File: config.mk
export PLATFORM = sky130hd
export DESIGN_NAME = adc_serial_responder_flat
export DESIGN_NICKNAME = d
export VERILOG_FILES = /design/src/rtl/adc_serial_responder_if.sv /design/src/rtl/adc_serial_responder.sv /design/src/flat_wrapper.sv
export SDC_FILE = /design/constraint.sdc
export NUM_CORES = 1
export LEC_CHECK = 0
export ABC_AREA = 1
export CAP_MARGIN = 0
export CORE_MARGIN = 2
export CORE_UTILIZATION = 44
export CTS_CLUSTER_DIAMETER = 60
export DETAILED_ROUTE_END_ITERATION = 6
export PLACE_DENSITY = 0.89
export SLEW_MARGIN = 20
export SYNTH_ARGS = -nofsm -noshare
export SYNTH_HDL_FRONTEND = slang
export SYNTH_SLANG_ARGS = --single-unit
File: constraint.sdc
create_clock -name clock -period 1.8 [get_ports clock]
set_input_delay 0.36 -clock clock [delete_from_list [all_inputs] [get_ports clock]]
set_output_delay 0.36 -clock clock [all_outputs]
set_load 0.01 [all_outputs]
File: src/rtl/adc_serial_responder_if.sv
// Serial pin bundle between the board ADC controller (master) and the ADC model (slave).
interface adc_serial_responder_if;
   logic sclk;
   logic cs_n;
   logic din;
   logic dout;

   modport master (output sclk, output cs_n, output din, input dout);
   modport slave  (input sclk, input cs_n, input din, output dout);
endinterface

File: src/rtl/adc_serial_responder.sv
// Slave-side model of an 8-channel serial ADC (ADC128S022-style framing).
// SCLK/CS_N/DIN are oversampled in the system clock domain; data is returned MSB first.
//
//   state  | meaning
//   IDLE   | CS_N high, DOUT held low, SCLK edges ignored
//   ACTIVE | frame in progress: rising edges sample DIN, falling edges shift DOUT
module adc_serial_responder #(
   parameter int DATA_W  = 12,
   parameter int SYNC_ST = 2
) (
   input  logic              clock,
   input  logic              reset,
   input  logic [DATA_W-1:0] ch0,
   input  logic [DATA_W-1:0] ch1,
   input  logic [DATA_W-1:0] ch2,
   input  logic [DATA_W-1:0] ch3,
   input  logic [DATA_W-1:0] ch4,
   input  logic [DATA_W-1:0] ch5,
   input  logic [DATA_W-1:0] ch6,
   input  logic [DATA_W-1:0] ch7,
   adc_serial_responder_if.slave adc,
   output logic              frame_done,
   output logic [2:0]        last_addr,
   output logic              frame_err
);

   localparam int FRAME_W = DATA_W + 4;
   localparam int CNT_W   = $clog2(FRAME_W);
   localparam logic [CNT_W-1:0] CNT_LAST = CNT_W'(FRAME_W - 1);
   localparam logic [CNT_W-1:0] BIT_TOP  = CNT_W'(FRAME_W - 2);

   typedef enum logic {IDLE, ACTIVE} state_t;

   state_t             state;
   logic [SYNC_ST-1:0] sclk_sync, cs_sync, din_sync;
   logic               sclk_prev, cs_prev;
   logic               sclk_rise, sclk_fall, cs_rise, cs_fall, din_s;
   logic [FRAME_W-1:0] sr;
   logic [CNT_W-1:0]   fcnt, rcnt;
   logic [2:0]         addr;
   logic               seen_rise;
   logic               dout;
   logic [DATA_W-1:0]  ch_sel;

   // History clears to all-zero so a CS_N held low across reset cannot start a frame.
   always_ff @(posedge clock) begin
      if (!reset) begin
         sclk_sync <= '0;
         cs_sync   <= '0;
         din_sync  <= '0;
         sclk_prev <= 1'b0;
         cs_prev   <= 1'b0;
      end else begin
         sclk_sync <= {sclk_sync[SYNC_ST-2:0], adc.sclk};
         cs_sync   <= {cs_sync[SYNC_ST-2:0], adc.cs_n};
         din_sync  <= {din_sync[SYNC_ST-2:0], adc.din};
         sclk_prev <= sclk_sync[SYNC_ST-1];
         cs_prev   <= cs_sync[SYNC_ST-1];
      end
   end

   assign sclk_rise = sclk_sync[SYNC_ST-1] & ~sclk_prev;
   assign sclk_fall = ~sclk_sync[SYNC_ST-1] & sclk_prev;
   assign cs_rise   = cs_sync[SYNC_ST-1] & ~cs_prev;
   assign cs_fall   = ~cs_sync[SYNC_ST-1] & cs_prev;
   assign din_s     = din_sync[SYNC_ST-1];

   always_comb begin
      ch_sel = ch0;
      case (last_addr)
         3'd0: ch_sel = ch0;
         3'd1: ch_sel = ch1;
         3'd2: ch_sel = ch2;
         3'd3: ch_sel = ch3;
         3'd4: ch_sel = ch4;
         3'd5: ch_sel = ch5;
         3'd6: ch_sel = ch6;
         3'd7: ch_sel = ch7;
         default: ch_sel = ch0;
      endcase
   end

   always_ff @(posedge clock) begin
      if (!reset) begin
         state      <= IDLE;
         sr         <= '0;
         fcnt       <= '0;
         rcnt       <= '0;
         addr       <= '0;
         seen_rise  <= 1'b0;
         dout       <= 1'b0;
         frame_done <= 1'b0;
         frame_err  <= 1'b0;
         last_addr  <= '0;
      end else begin
         frame_done <= 1'b0;
         frame_err  <= 1'b0;
         case (state)
            IDLE: begin
               dout <= 1'b0;
               if (cs_fall) begin
                  state     <= ACTIVE;
                  sr        <= {4'b0, ch_sel};
                  fcnt      <= '0;
                  rcnt      <= '0;
                  addr      <= '0;
                  seen_rise <= 1'b0;
               end
            end
            ACTIVE: begin
               if (cs_rise) begin
                  state <= IDLE;
                  dout  <= 1'b0;
                  // A 16th rising edge coinciding with CS_N rise still completes the frame.
                  if (sclk_rise && rcnt == CNT_LAST) begin
                     last_addr  <= addr;
                     frame_done <= 1'b1;
                     rcnt       <= '0;
                  end else if (rcnt != '0 || !seen_rise) begin
                     frame_err <= 1'b1;
                  end
               end else if (sclk_rise) begin
                  seen_rise <= 1'b1;
                  case (rcnt)
                     CNT_W'(2): addr[2] <= din_s;
                     CNT_W'(3): addr[1] <= din_s;
                     CNT_W'(4): addr[0] <= din_s;
                     default: ;
                  endcase
                  if (rcnt == CNT_LAST) begin
                     last_addr  <= addr;
                     frame_done <= 1'b1;
                     rcnt       <= '0;
                  end else begin
                     rcnt <= rcnt + 1'b1;
                  end
               end else if (sclk_fall) begin
                  if (fcnt < CNT_LAST) begin
                     fcnt <= fcnt + 1'b1;
                     dout <= sr[BIT_TOP - fcnt];
                  end else begin
                     // Continuous mode: last_addr already holds this frame's address.
                     sr   <= {4'b0, ch_sel};
                     fcnt <= '0;
                     dout <= 1'b0;
                  end
               end
            end
            default: state <= IDLE;
         endcase
      end
   end

   assign adc.dout = dout;

endmodule
File: src/flat_wrapper.sv
// flat-port wrapper written by rule: the top's interface ports become plain ports
module adc_serial_responder_flat 
#(
   parameter int DATA_W  = 12,
   parameter int SYNC_ST = 2
)
  (clock, reset, ch0, ch1, ch2, ch3, ch4, ch5, ch6, ch7, frame_done, last_addr, frame_err, adc_sclk, adc_cs_n, adc_din, adc_dout);
  adc_serial_responder_if adc_i ();
  input  logic clock;
  input  logic reset;
  input  logic [DATA_W-1:0] ch0;
  input  logic [DATA_W-1:0] ch1;
  input  logic [DATA_W-1:0] ch2;
  input  logic [DATA_W-1:0] ch3;
  input  logic [DATA_W-1:0] ch4;
  input  logic [DATA_W-1:0] ch5;
  input  logic [DATA_W-1:0] ch6;
  input  logic [DATA_W-1:0] ch7;
  output logic frame_done;
  output logic [2:0] last_addr;
  output logic frame_err;
  input wire logic [$bits(adc_i.sclk)-1:0] adc_sclk;
  input wire logic [$bits(adc_i.cs_n)-1:0] adc_cs_n;
  input wire logic [$bits(adc_i.din)-1:0] adc_din;
  output wire logic [$bits(adc_i.dout)-1:0] adc_dout;
  assign adc_i.sclk = adc_sclk;
  assign adc_i.cs_n = adc_cs_n;
  assign adc_i.din = adc_din;
  assign adc_dout = adc_i.dout;
  adc_serial_responder #(.DATA_W(DATA_W), .SYNC_ST(SYNC_ST)) u_core (.clock(clock), .reset(reset), .ch0(ch0), .ch1(ch1), .ch2(ch2), .ch3(ch3), .ch4(ch4), .ch5(ch5), .ch6(ch6), .ch7(ch7), .adc(adc_i), .frame_done(frame_done), .last_addr(last_addr), .frame_err(frame_err));
endmodule
Yosys cells after proc, flatten, opt, wreduce, memory -nomap -nowiden:

Cells that the tools add are included.

* register bits: 43
* bits of input ports: 101
* output and inout bits: 6
* logic and storage cells: 124

* $add $sub $neg: 3
* order comparisons: 2
* equal/unequal tests: 25
* mux-type cells: 48
* bitwise operators: 11
* reductions and logical operators: 18

Operators by type and width (count)
* one-hot mux 12 bit (8 select lines): 1
* 2-to-1 mux 16 bit: 5
* 2-to-1 mux 4 bit: 9
* one-hot mux 16 bit (2 select lines): 1
* 2-to-1 mux 3 bit: 7
* AND reduction 4 bit: 5
* 2-to-1 mux 1 bit: 18
* != test 2 bit, second input constant: 9
* one-hot mux 4 bit (2 select lines): 2
* equality test 3 bit, second input constant: 4
* != test 3 bit, second input constant: 4
* adder 4 x 1 -> 4 bit, second input constant: 2
* equality test 4 x 2 -> 1 bit, second input constant: 2
* inverter 1 bit: 7
* equality test 3 x 2 -> 1 bit, second input constant: 2
* one-hot mux 1 bit (2 select lines): 3
* one-hot mux 3 bit (2 select lines): 1
* AND reduction 3 bit: 2
* less-than comparator 4 x 5 -> 1 bit, second input constant: 1
* AND reduction 5 bit: 1
* AND 1 bit: 4
* binary-select mux 1 bit (select 4 bit): 1
* equality test 4 x 3 -> 1 bit, second input constant: 1
* equality test 4 bit, second input constant: 1
* 12 further kinds: 14

Logic depth before layout (Yosys ltp):

Gate-level depths: netlist of run 1.

* word-level depth: 8
* depth in mapped cells: 10
* gate-level depth less buffers: 9

Worst setup path before layout of run 1:

Ideal clock, no wire load.

* kind: register to register
* start: reg u_core.last_addr[0]
* end: reg u_core.sr[10]
* library setup time: 0.132 ns
* arrival: 1.231 ns
* required time: 1.668 ns
* path slack: 0.437 ns
* cell stages (with the launch flop): 10
* path buffers: 2
* clock period less this slack: 1.363 ns
* path through: dfxtp_1 buf_2 inv_2 nand3_1 buf_2 o21ai_0 nor2_1 nand2_1 nand2_1 a21oi_1

* word-level cells in the longest chain between the ends: 7
* elaborated cells on any way between the ends: 15

RTL lines
* from (decl): line adc_serial_responder.sv:23 `output logic [2:0] last_addr,`
* from (signal assigned): line adc_serial_responder.sv:116 `last_addr <= addr;`
* from (signal assigned): line adc_serial_responder.sv:131 `last_addr <= addr;`
* equality test 3 bit, or another cell as far along: line adc_serial_responder.sv:70 `case (last_addr)`
* one-hot mux 12 bit (8 select lines) *: line adc_serial_responder.sv:70
* 2-to-1 mux 16 bit: line adc_serial_responder.sv:138 `if (fcnt < CNT_LAST) begin`
* 2-to-1 mux 16 bit: line adc_serial_responder.sv:137 `end else if (sclk_fall) begin`
* 2-to-1 mux 16 bit: line adc_serial_responder.sv:122 `end else if (sclk_rise) begin`
* 2-to-1 mux 16 bit: line adc_serial_responder.sv:111 `if (cs_rise) begin`
* one-hot mux 16 bit (2 select lines) *: line adc_serial_responder.sv:98 `case (state)`
* to (signal assigned): line adc_serial_responder.sv:103 `sr <= {4'b0, ch_sel};`
* to (signal assigned): line adc_serial_responder.sv:143 `sr <= {4'b0, ch_sel};`
* to (decl): line adc_serial_responder.sv:38 `logic [FRAME_W-1:0] sr;`

Every way passes the cells marked *; elsewhere a longest branch is shown, timed or not. The select of a mux whose other input is x is not followed.
A chain may end at the register's enable or synchronous reset.

Final worst setup path of run 1:

* start: reg u_core.last_addr[1]
* end: out last_addr[1]

RTL lines
* to (decl): line flat_wrapper.sv:20 `output logic [2:0] last_addr;`

No word-level cell between the ends.

==> results of run 1 <==
-- through the flow --
step	cell area (sq um)	hold slack, ps
floorplan	2610	390
global placement	3740	392
detailed placement	3740	400
CTS	3870	422
global route	3870	438
finish	3870	418
-- cells in the mapped netlist, types with 10 or more instances --
| master | number |
|---|---|
| a21oi_1 | 32 |
| buf_2 | 12 |
| clkbuf_1 | 10 |
| dfxtp_1 | 39 |
| inv_1 | 48 |
| nand2_1 | 133 |
| nand3_1 | 33 |
| nand4_1 | 25 |
| nor2_1 | 61 |
| o21ai_0 | 21 |
| o21ai_1 | 11 |
-- worst reg2reg max path, stage by stage, from the launching register on --
cell	delay, ps
dfxtp_1	460
nand3_1	390
o21ai_0	350
nor2_1	80
nand2_1	70
nand2_1	50
a21oi_1	120
-- per-layer routing --
layer  track usage, %  vias to the layer above
li1                 -                     1630
met1             31.6                     1489
met2             48.9                      170
met3             6.33                       30
met4             11.0                        0
met5                0                        -
-- cells in the final DEF (no fill, tap or decap), types with 5 or more instances in the layout --
master	netlist	routed
dfxtp_1	39	38
inv_1	48	48
nand2_1	133	133
clkbuf_8	0	5
buf_4	2	13
o21ai_1	11	11
nor2_1	61	60
nand3_1	33	33
a21oi_1	32	32
clkdlybuf4s50_1	0	106
o21ai_0	21	21
nand4_1	25	25
-- cells by family after synthesis --
group / count (synthesis) / synth area share, %
compound gates: 66 / 12.9
xor+xnor: 1 / 0.336
fa+ha+maj: 4 / 1.92
buf+inv: 77 / 12.2
flops: 39 / 29.9
simple gates: 260 / 42.7
-- registers in the layout (all words and copies together), names as in the netlist, 2 cells and up --
signal / flops
u_core.sr: 12
u_core.fcnt: 4
u_core.rcnt: 4
u_core.addr: 3
u_core.last_addr: 3
u_core.cs_sync: 2
u_core.din_sync: 2
u_core.sclk_sync: 2
-- path summary, 6_finish.rpt --
check | endpoint | slack [ps] | startpoint | depth (start not counted)
setup / recovery | last_addr[1] | 80 | u_core.last_addr[1]$_SDFFE_PN0P_ | 1
hold / removal | u_core.cs_sync[1]$_SDFF_PN0_ | 420 | u_core.cs_sync[0]$_SDFF_PN0_ | 2
setup reg to reg | u_core.sr[10]$_SDFFE_PN0P_ | 210 | u_core.last_addr[1]$_SDFFE_PN0P_ | 6
hold reg to reg | u_core.cs_sync[1]$_SDFF_PN0_ | 420 | u_core.cs_sync[0]$_SDFF_PN0_ | 2
-- layout make-up --
| cell class | instances | area (sq um) | area share, % |
|---|---|---|---|
| tap | 75 | 93.8 | 2.42 |
| sequential | 39 | 782 | 20.2 |
| clock inverter | 2 | 60.1 | 1.55 |
| timing repair buffer | 119 | 1160 | 29.9 |
| inverter | 52 | 195 | 5.04 |
| clock buffer | 6 | 72.6 | 1.87 |
| multi-input combinational | 331 | 1510 | 39.0 |
-- what timing repair did --
item / CTS / global route
setup endpoints to repair: 1 / 2
gates resized for setup: 1 / 1
hold buffers: 0 / 0
setup buffers: 0 / 0
-- power by group through the flow --
| stage | Sequential [mW] | Clock (mW) | Combinational (mW) |
|---|---|---|---|
| after floorplan | 0.915 | 0 | 0.0900 |
| after global placement | 0.919 | 0 | 0.331 |
| after detailed placement | 0.920 | 0 | 0.332 |
| after CTS | 0.900 | 0.865 | 0.336 |
| after global routing | 0.902 | 0.903 | 0.363 |
| final | 0.900 | 0.851 | 0.338 |
==> summary.md, run 1 <==
| Metric | Value |
|---|---|
| Longest Clk Path Bufs | 2 |
| Initial core utilization | 44.9% |
| CTS tree | done |
| Syn Std Cell Area | 2610 sq um |
| Layout cells sized above 1 | 5.83% |
| Pint | 1.67 mW |
| ANT cells | 0 |
| Net count after synthesis | 552 |
| Initial DRC count | 180 |
| CP endpoint kind | primary output |
| First-pass GRT wire length | 14.1 mm |
| Max-slew violation count | 0 |
| Final Setup Violations | 0 |
| Cell Chain, Critical Path | clkdlybuf4s50_1 |
| Clock Skew | 3.60 ps |
| Clock power share | 40.7% |
| Num ports | 107 |
| Vias | 3319 |
| Worst Path Buf+Inv | 1 |
| Total power | 2.09 mW |
| Distinct cells, synth | 24 |
| Worst-skew pair later-pin latency | 290 ps |
| Drt wl/cell | 14.1 um |
| H-tree levels | 2 |
| Layout Utilization | 66.6% |
| DP Wirelength | 6.82 mm |
| Peak supply drop | 0.504 mV |
| Synth Instances | 447 |
| Dpl cells | 616 |
| Synth area leader | dfxtp_1 |
| Worst-Margin Slew | 514 ps |
| Final hold vios | 0 |
| Maxcap violations | 0 |
| Top cells by area, synth | dfxtp_1, nand2_1, nor2_1, inv_1, nand3_1 |
| CP max stage delay | 600 ps |
| Slack of the critical path | 81.5 ps |
| Antenna Nets Post-Route | 0 |
| Setup Slack @ Placement | 137 ps |
| CP max-delay cell | clkdlybuf4s50_1 |
| Met3 WL | 805 um |
| Fillers | 509 |
| Die W | 81.0 um |
| CP Max Fanout | 6 |
| Synth-to-Final Area Change | 48.5% |
| CP Class | register to primary output |
| Switching portion of total power | 20.2% |
| Routed metal-1 wire length | 3.46 mm |
| Initial antenna violation count | 0 |
| Hold Path Class | register to register |
| Yosys warns | 0 |
| Core area | 5820 sq um |
| Crit path time final | 1720 ps |
| Total GRT Usage | 27.5% |
| GPL Wtd Cong | 0.935 |
| Synth Register Bits | 39 |
| Critical Path RT | 1440 ps |
| Part of the cycle the worst path needs | 95.5% |
| DR DRC count | 0 |
| Die Y | 81.0 um |
| Sequential share of the synthesized area | 29.9% |
| Vias per inst | 5.32 |
| Max transition margin | 65.7% |
| Share of the synthesized area in the top cell type | 29.9% |
| # clock sinks | 39 |
| Unrepaired setup endpoints after global routing | false |
| Crit path DAT | 1360 ps |
| Status | finished clean |
| Highest Clock Rate | 582 MHz |
| Register share of total power | 43.1% |
| Uppermost layer routed | met4 |
| Sw power | 0.422 mW |
| Critical path's top delay family | buffers and inverters |
| Overflow left after global routing | 0 |
| Vias in the first global route | 3043 |
| Nets | 653 |
| Final WL | 8.83 mm |
| Largest net degree at the start of global routing | 25 |
| Drt pass-1 iters | 5 |
| Final setup TNS | 0 ps |
| Comb power frac | 16.2% |
| Port Buffers | 106 |
| CTS Buf Count | 5 |
| Cell row count | 28 |
| Synth async-reset ratio | 0% |
| Non-filler cells in the finished layout | 624 |
| Pwr Density | 539 nW/um^2 |
| Clock-pin slew on the worst setup and hold paths | 70 ps |
| Root buffer cell | clkbuf_8 |
| Main synth FF type | dfxtp_1 |
| Pleak | 1.68 nW |
| Worst Setup Start Kind | register |
| WL met2 | 4.30 mm |
| Die area | 6560 sq um |
| Number of flops mapped to enable cells by yosys | 0 |
| Mean post-synth cell area | 5.84 sq um |
Power figures use the tool's default switching activity.
==> inputs of run 2 (changes only) <==
- CAP_MARGIN: 0 -> not set
- CORE_MARGIN: 2 -> not set
==> run 2 against run 1 <==
  * Cell count shrank 0.96%
  * Worst setup slack lost 43 ps
  * Cell area shrank 1.5%
  * Clock skew grew 9.1 ps
  * Global-route usage grew 1.8 points
  * First-iteration DRC count grew 52%
  * Register-to-register slack is essentially flat
  * Core utilization grew 1.4 points
  * Fmax shrank 2.4%
  * Clock power shrank 33%
  * Critical endpoint unchanged
  * Largest cell class unchanged
==> summary.md, run 2 (same netlist as run 1, synthesis figures left out) <==
| Metric | Value |
|---|---|
| Status | finished clean (unchanged) |
| Longest Clk Path Bufs | 2 (unchanged) |
| CP max-delay cell | clkdlybuf4s50_1 (unchanged) |
| GRT met3 Usage | 6.32% (was 6.33%) |
| Final Setup Violations | 0 (unchanged) |
| Pwr Density | 474 nW/um^2 (was 539 nW/um^2) |
| Hold Path Class | register to register (unchanged) |
| Layout cells sized above 1 | 5.49% (was 5.83%) |
| DP Wirelength | 6.72 mm (was 6.82 mm) |
| Worst Path Buf+Inv | 1 (unchanged) |
| CP max stage delay | 610 ps (was 600 ps) |
| Leading cell types in the layout, fill and taps excluded | nand2_1, clkdlybuf4s50_1, nor2_1 (unchanged) |
| Clock Skew | 12.7 ps (was 3.60 ps) |
| Crit path DAT | 1400 ps (was 1360 ps) |
| Final hold vios | 0 (unchanged) |
| Core area | 5610 sq um (was 5820 sq um) |
| Final setup TNS | 0 ps (unchanged) |
| Die area | 6240 sq um (was 6560 sq um) |
| Max transition margin | 55.8% (was 65.7%) |
| Cts-stage hold buffer count | 0 (unchanged) |
| Peak supply drop | 0.753 mV (was 0.504 mV) |
| DR DRC count | 0 (unchanged) |
| Commonest non-fill, non-tap cell in the layout | nand2_1 (unchanged) |
| CP Max Fanout | 7 (was 6) |
| CTS tree | done (unchanged) |
| Biggest regs | u_core.sr x12, u_core.fcnt x4, u_core.rcnt x4 (unchanged) |
| First-pass GRT wire length | 14.3 mm (was 14.1 mm) |
| Highest Clock Rate | 568 MHz (was 582 MHz) |
| CP Class | register to primary output (unchanged) |
| Initial antenna violation count | 0 (unchanged) |
| Worst-skew pair later-pin latency | 290 ps (about the same) |
| ANT cells | 0 (unchanged) |
| Antenna Nets Post-Route | 0 (unchanged) |
| Non-filler cells in the finished layout | 618 (was 624) |
| M2 GR Usage | 49.3% (was 48.9%) |
| Cell row count | 27 (was 28) |
| GPL Wtd Cong | 0.892 (was 0.935) |
| Drt wl/cell | 14.2 um (was 14.1 um) |
| CP endpoint kind | primary output (unchanged) |
| Num ports | 107 (unchanged) |
| Critical path's top delay family | buffers and inverters (unchanged) |
| Critical Path RT | 1440 ps (about the same) |
| Maxcap violations | 0 (unchanged) |
| Initial core utilization | 46.5% (was 44.9%) |
| # clock sinks | 39 (unchanged) |
| Final WL | 8.78 mm (was 8.83 mm) |
| Total power | 1.81 mW (was 2.09 mW) |
| Routing usage on met1 | 34.7% (was 31.6%) |
| Pleak | 1.64 nW (was 1.68 nW) |
| Flip-flop count of the largest register after layout | 12 (unchanged) |
| Synth-to-Final Area Change | 46.2% (was 48.5%) |
| Busiest grt layer | met2 (unchanged) |
| Crit path time final | 1760 ps (was 1720 ps) |
| Die W | 79.0 um (was 81.0 um) |
| Nets | 650 (was 653) |
| Vias per inst | 5.29 (was 5.32) |
| Cell Chain, Critical Path | clkdlybuf4s50_1 (unchanged) |
| Port Buffers | 106 (unchanged) |
| Initial DRC count | 274 (was 180) |
| CTS Buf Count | 5 (unchanged) |
| Largest net degree at the start of global routing | 37 (was 25) |
| Largest Register | u_core.sr (unchanged) |
| Part of the cycle the worst path needs | 97.8% (was 95.5%) |
| Drt pass-1 iters | 5 (unchanged) |
| Dpl cells | 610 (was 616) |
| Clock-pin slew on the worst setup and hold paths | 80 ps (was 70 ps) |
| Root buffer cell | clkbuf_8 (unchanged) |
| Max-slew violation count | 0 (unchanged) |
| Overflow left after global routing | 0 (unchanged) |
| Total GRT Usage | 29.3% (was 27.5%) |
| Vias | 3267 (was 3319) |
| Worst-Margin Slew | 663 ps (was 514 ps) |
| Vias in the first global route | 3089 (was 3043) |
| Worst Setup Start Kind | register (unchanged) |
| H-tree levels | 2 (unchanged) |
| Die Y | 79.0 um (was 81.0 um) |
run 2: metal layers:
| layer | vias up | share of wire (%) |
|---|---|---|
| li1 | 1628 | - |
| met1 | 1458 | 42 |
| met2 | 146 | 47 |
| met3 | 35 | 6.7 |
| met4 | 0 | 4.5 |
| met5 | - | 0 |
run 2: repair_timing:
item,CTS,global route
gates resized for setup,0,4
buffers inserted,0,0
endpoints found under the setup margin,0,13
run 2: final timing paths:
check,end,slack [ps],startpoint,depth (start not counted)
max reg2reg,u_core.sr[4]$_SDFFE_PN0P_,210,u_core.last_addr[1]$_SDFFE_PN0P_,8
min reg2reg,u_core.din_sync[1]$_SDFF_PN0_,420,u_core.din_sync[0]$_SDFF_PN0_,2
min,u_core.din_sync[1]$_SDFF_PN0_,420,u_core.din_sync[0]$_SDFF_PN0_,2
max,last_addr[1],40,u_core.last_addr[1]$_SDFFE_PN0P_,1
run 2: final cells by class:
class / instances / area [sq um]
Tap cell: 72 / 90.1
Sequential cell: 39 / 783
Clock inverter: 1 / 5.00
Clock buffer: 7 / 76.3
Timing Repair Buffer: 116 / 1150
Fill cell: 492 / 1790
Inverter: 52 / 195
Multi-Input combinational cell: 331 / 1520
run 2: power by group:
group / total, mW / internal (mW) / switching (mW)
Combinational: 0.335 / 0.226 / 0.109
Clock: 0.573 / 0.272 / 0.301
Sequential: 0.900 / 0.887 / 0.0132
Total: 1.81 / 1.38 / 0.423
run 2: through the flow:
stage	instance area [sq um]	util (%)	hold slack, ps	setup slack, ps
2_1_floorplan	2610	-	390	437
3_3_place_gp	3720	66.4	401	276
3_5_place_dp	3720	66.4	413	179
4_1_cts	3810	67.9	429	9.89
5_1_grt	3820	68.1	445	-1.59
6_report	3820	68.1	425	38.9
==> inputs of run 3 (changes only) <==
- CORE_MARGIN: not set -> 3
- CTS_CLUSTER_SIZE: not set -> 25
- SETUP_SLACK_MARGIN: not set -> 0.02
==> run 3 against run 2 <==
  * Sequential power hardly changed
  * Combinational power is essentially flat
  * Critical endpoint unchanged
  * Core utilization up 1.0 points
  * Largest cell class unchanged
  * Clock-buffer cell count shrank 1
  * Highest routed layer unchanged
  * Die area increased by 10%
  * Via count is 1.4% higher
  * Sequential share of layout area is 0.30 points lower
  * Critical path depth unchanged
==> summary.md, run 3 (same netlist as run 1, synthesis figures left out) <==
| Metric | Value |
|---|---|
| Worst Reg-to-Reg Cells | 9 (was 8) |
| Max transition margin | 53.3% (was 55.8%) |
| Maxcap violations | 0 (unchanged) |
| Total GRT Usage | 26.3% (was 29.3%) |
| Die area | 6890 sq um (was 6240 sq um) |
| Worst-skew pair later-pin latency | 290 ps (about the same) |
| Layout Utilization | 69.1% (was 68.1%) |
| # clock sinks | 39 (unchanged) |
| Pleak | 1.68 nW (was 1.64 nW) |
| Cell row count | 27 (unchanged) |
| Dpl cells | 612 (was 610) |
| Cts-stage hold buffer count | 0 (unchanged) |
| Crit path time final | 1720 ps (was 1760 ps) |
| Final WL | 9.33 mm (was 8.78 mm) |
| CP Max Fanout | 5 (was 7) |
| Longest Clk Path Bufs | 2 (unchanged) |
| GPL Wtd Cong | 0.901 (was 0.892) |
| Vias per inst | 5.34 (was 5.29) |
| CP Class | register to primary output (unchanged) |
| Largest net degree at the start of global routing | 37 (unchanged) |
| Largest Register | u_core.sr (unchanged) |
| Initial antenna violation count | 0 (unchanged) |
| Final hold vios | 0 (unchanged) |
| CTS tree | done (unchanged) |
| Vias | 3313 (was 3267) |
| Unrepaired setup endpoints after global routing | false |
| Port Buffers | 106 (unchanged) |
| First-pass GRT wire length | 15.1 mm (was 14.3 mm) |
| Layout cells sized above 1 | 6.57% (was 5.49%) |
| Num ports | 107 (unchanged) |
| FF-to-FF End | u_core.sr[5]$_SDFFE_PN0P_ (was u_core.sr[4]$_SDFFE_PN0P_) |
| Commonest non-fill, non-tap cell in the layout | nand2_1 (unchanged) |
| Clock-pin slew on the worst setup and hold paths | 80 ps (about the same) |
| Post-cts resize count | 0 (unchanged) |
| Peak supply drop | 0.490 mV (was 0.753 mV) |
| Worst Setup Start Kind | register (unchanged) |
| CP max stage delay | 590 ps (was 610 ps) |
| Drt wl/cell | 15.0 um (was 14.2 um) |
| Total power | 2.02 mW (was 1.81 mW) |
| CP endpoint kind | primary output (unchanged) |
| Biggest regs | u_core.sr x12, u_core.fcnt x4, u_core.rcnt x4 (unchanged) |
| Die Y | 83.0 um (was 79.0 um) |
| Leading cell types in the layout, fill and taps excluded | nand2_1, clkdlybuf4s50_1, nor2_1 (unchanged) |
| Critical Path RT | 1440 ps (about the same) |
| Crit path DAT | 1360 ps (was 1400 ps) |
| Final Setup Violations | 0 (unchanged) |
| Core area | 5610 sq um (unchanged) |
| Final setup TNS | 0 ps (unchanged) |
| Nets | 652 (was 650) |
| Drt pass-1 iters | 7 (was 5) |
| Cell Chain, Critical Path | clkdlybuf4s50_1 (unchanged) |
| Vias in the first global route | 3181 (was 3089) |
| Setup bufs post-CTS | 0 (unchanged) |
| Min-Delay Path Depth | 2 (unchanged) |
| Worst Path Buf+Inv | 1 (unchanged) |
| CTS Buf Count | 5 (unchanged) |
| Highest Clock Rate | 583 MHz (was 568 MHz) |
| DR DRC count | 0 (unchanged) |
| Root buffer cell | clkbuf_8 (unchanged) |
| Flip-flop count of the largest register after layout | 12 (unchanged) |
| Part of the cycle the worst path needs | 95.3% (was 97.8%) |
| Hold Path Class | register to register (unchanged) |
| Non-filler cells in the finished layout | 620 (was 618) |
| Pwr Density | 521 nW/um^2 (was 474 nW/um^2) |
| Initial DRC count | 292 (was 274) |
| Worst reg2reg startpoint | u_core.last_addr[1]$_SDFFE_PN0P_ (unchanged) |
| CP max-delay cell | clkdlybuf4s50_1 (unchanged) |
| ANT cells | 0 (unchanged) |
| Hold wc startpoint | u_core.sclk_sync[0]$_SDFF_PN0_ (was u_core.din_sync[0]$_SDFF_PN0_) |
| Overflow left after global routing | 0 (unchanged) |
| Critical path's top delay family | buffers and inverters (unchanged) |
| DP Wirelength | 6.99 mm (was 6.72 mm) |
| Max-slew violation count | 0 (unchanged) |
| Initial core utilization | 46.5% (unchanged) |
| Hold endpoint | u_core.sclk_sync[1]$_SDFF_PN0_ (was u_core.din_sync[1]$_SDFF_PN0_) |
| R2R Setup Slk | 190 ps (was 210 ps) |
| Die W | 83.0 um (was 79.0 um) |
| Clock Skew | 5.19 ps (was 12.7 ps) |
| Antenna Nets Post-Route | 0 (unchanged) |
| H-tree levels | 2 (unchanged) |
| Worst-Margin Slew | 700 ps (was 663 ps) |
| Synth-to-Final Area Change | 48.4% (was 46.2%) |
| Status | finished clean (unchanged) |
| Fillers | 499 (was 492) |
==> run 3: changes by cell type in the layout (fill, tap and decap cells not counted) <==
cell | previous run | this run
clkbuf_8 | 5 | 6
bufinv_16 | 0 | 1
clkbuf_1 | 2 | 0
inv_6 | 0 | 1
buf_6 | 0 | 1
buf_12 | 1 | 0
clkinv_2 | 1 | 0
buf_4 | 9 | 11
nand3_2 | 3 | 5
nand3_1 | 32 | 30
==> run 3: where the power goes <==
part,switching [mW],total [mW],internal [mW]
Clock,0.327,0.783,0.456
Combinational,0.108,0.333,0.225
Sequential,0.0135,0.900,0.886
Total,0.448,2.02,1.57
==> run 3: worst max path at each step <==
stage                                 endpoint  cells past startpoint                              from
detailed placement  u_core.sr[11]$_SDFFE_PN0P_                      7  u_core.last_addr[0]$_SDFFE_PN0P_
floorplan           u_core.sr[10]$_SDFFE_PN0P_                      9  u_core.last_addr[0]$_SDFFE_PN0P_
CTS                               last_addr[2]                      1  u_core.last_addr[2]$_SDFFE_PN0P_
global placement     u_core.sr[2]$_SDFFE_PN0P_                      7  u_core.last_addr[1]$_SDFFE_PN0P_
global route                      last_addr[1]                      1  u_core.last_addr[1]$_SDFFE_PN0P_
finish                            last_addr[1]                      1  u_core.last_addr[1]$_SDFFE_PN0P_
==> run 3: metrics by stage <==
step	instance area (sq um)	worst slack (ps)	hold WS [ps]
floorplan	2610	437	390
global placement	3730	207	396
detailed placement	3730	135	401
CTS	3850	54.3	418
global route	3870	22.6	442
finish	3870	84.2	424
==> run 3: per-layer routing <==
layer / vias up / track usage (%) / routed length [um]
li1: 1636 / - / -
met1: 1491 / 32.5 / 3830
met2: 164 / 45.4 / 4570
met3: 22 / 5.65 / 708
met4: 0 / 8.02 / 221
met5: - / 0 / 0
==> run 3: cell type report <==
type / count / area [sq um] / share of cell area, %
timing repair buffer: 118 / 1150 / 29.8
inverter: 52 / 195 / 5.04
sequential: 39 / 783 / 20.2
tap: 72 / 90.1 / 2.33
multi-input combinational: 331 / 1530 / 39.5
clock inverter: 2 / 38.8 / 1.00
clock buffer: 6 / 82.6 / 2.13
==> variant: new RTL, settings of run 3 <==
`SYNC_ST` is set to 2 in 2 places; all go to 4.
--- a/src/rtl/adc_serial_responder.sv
+++ b/src/rtl/adc_serial_responder.sv
@@ -6,7 +6,7 @@
 //   ACTIVE | frame in progress: rising edges sample DIN, falling edges shift DOUT
 module adc_serial_responder #(
    parameter int DATA_W  = 12,
-   parameter int SYNC_ST = 2
+   parameter int SYNC_ST = 4
 ) (
    input  logic              clock,
    input  logic              reset,
--- a/src/flat_wrapper.sv
+++ b/src/flat_wrapper.sv
@@ -2,7 +2,7 @@
 module adc_serial_responder_flat 
 #(
    parameter int DATA_W  = 12,
-   parameter int SYNC_ST = 2
+   parameter int SYNC_ST = 4
 )
   (clock, reset, ch0, ch1, ch2, ch3, ch4, ch5, ch6, ch7, frame_done, last_addr, frame_err, adc_sclk, adc_cs_n, adc_din, adc_dout);
   adc_serial_responder_if adc_i ();
Formal check against the unedited RTL: not equivalent (a bounded check fails within 10 cycles, from zero or initial values and one cycle with reset low).
==> variant against run 3 <==
Wire length up 0.79%; total power up 3.0%; synthesized area up 9.7%; critical endpoint unchanged; largest cell class unchanged; cell area up 5.3%; register-to-register slack better by 0.03 ns; sequential cell count up 6; highest routed layer unchanged; via count up 2.3%; worst setup slack worse by 0.024 ns.
==> variant: results (changes against run 3) <==
Global routing
  – Vias in the first global route: 3178 (-0.094%)
  – Global Route Usage Sum: 0.257 (-0.00561)
  – Initial antenna violation count: 0 (unchanged)
  – First-pass GRT wire length: 15.4 mm (+2.1%)
  – Largest net degree at the start of global routing: 37 (unchanged)

Worst setup path
  – CP startpoint kind: register
  – Reg2Reg Depth: 8 (-1)
  – Max FO, Critical Path: 6 (+1)
  – Top cell family by delay on the critical path: buffers and inverters
  – Critical path's slowest cell: clkdlybuf4s50_1
  – RR Startpoint: u_core.last_addr[1]
  – Terminus of the critical flop-to-flop path: u_core.sr[3]
  – WP data arrival: 1.38 ns (+0.02 ns)
  – Worst Setup EP: last_addr[1]
  – Reg2reg setup slack: 0.22 ns (+0.03 ns)
  – Crit-path max cell delay: 0.60 ns

Yosys
  – Sequential area share after synthesis: 0.315 (+0.0155)
  – Yosys cell types: 26 (+8.3%)
  – Synth top area cells: dfxtp_1, nand2_1, nor2_1, inv_1, nand4_1
  – Synth warn: 0 (unchanged)
  – Syn nets: 579 (+4.9%)
  – Top post-synthesis cells by count: nand2_1, nor2_1, inv_1

Clocking
  – Reg clk slew, reported paths: 0.08 ns (about the same)
  – Htree depth: 2 (unchanged)
  – Clock Latency Late Sink: 0.30 ns
  – Clock buffer depth: 2 (unchanged)
  – TritonCTS Buffers: 5 (unchanged)
  – CTS root buffer: clkbuf_8
  – Post_cts resized: 0 (unchanged)

Place
  – Gpl congestion: 0.871 (-3.3%)
  – Hpwl dp: 7.14 mm (+2.1%)
  – Number of port buffers: 106 (unchanged)

Routing
  – Pre-antenna DRT Iters: 4 (-3)
  – WL/cell: 14.5 um (-3.4%)
  – Initial DRC count: 172 (-41%)
  – Via count: 3388 (+2.3%)

Outcome
  – Status: finished clean

Hold path
  – Hold wc startpoint: u_core.din_sync[2]
  – Hold Path Depth: 2 (unchanged)
  – Hold path endpoint: u_core.din_sync[3]

Finish
  – Layout cells sized above 1: 0.0629 (-0.00276)
  – Top reg by flops: u_core.sr
  – Diode count: 0 (unchanged)
  – Most common cell after layout, fill and taps aside: nand2_1
  – Layout Nets: 677 (+3.8%)
  – Max reg flops: 12 (unchanged)

Pwr
  – Sw Share: 0.213 (-0.00947)
  – Worst vdd ir: 527 uV (+7.5%)
  – Leakage: 1.76 nW (+4.9%)

Timing
  – Worst Skew: 0.00521 ns (+0.0000256 ns)
  – Slew HR: 0.646 (+0.114)
variant: cell count changes after synthesis, sizes merged, moves of 4 or more:
cell	delta
clkbuf	-5
nand4	+4
dfxtp	+6
buf	+5
nand2	+14
inv	+7
variant: through the flow:
stage / cell area [um^2] / std cells / hold WS (ns) / setup slack, ns
final: 4080 / 647 / 0.415 / 0.0602
after global routing: 4080 / 647 / 0.438 / 0.00275
after CTS: 4060 / 647 / 0.416 / 0.0244
after detailed placement: 3960 / 640 / 0.396 / 0.155
after global placement: 3960 / 640 / 0.393 / 0.205
after floorplan: 2860 / 474 / 0.390 / 0.408
variant: power groups by stage:
stage	clock network [W]	registers (W)	logic, W
after floorplan	0	0.00104	0.0000627
after global placement	0	0.00104	0.000297
after detailed placement	0	0.00104	0.000297
after CTS	0.000777	0.00102	0.000300
after global routing	0.000807	0.00102	0.000324
final	0.000756	0.00102	0.000303
variant: cell type report:
class | instances | area, um^2
inverter | 59 | 224
fill | 535 | 2020
tap | 75 | 93.8
clock buffer | 5 | 68.8
clock inverter | 2 | 38.8
multi-input combinational | 345 | 1610
sequential | 45 | 903
timing repair buffer | 116 | 1140
variant: logic make-up (layout without fill, tap and decap cells):
family	after synthesis	after routing	share of synthesized area
AO/OA/AOI/OAI	65	65	0.126
XOR/XNOR	1	1	0.00306
adder cells (fa/ha/maj)	4	4	0.0175
buffers and inverters	84	182	0.126
flip-flops	45	45	0.315
AND/OR/NAND/NOR	275	275	0.413
variant: metal layers:
layer / routed length, um / global-route usage / vias up
li1: - / - / 1712
met1: 3960 / 0.321 / 1556
met2: 4790 / 0.458 / 99
met3: 433 / 0.0409 / 21
met4: 212 / 0.0652 / 0
met5: 0 / 0 / -
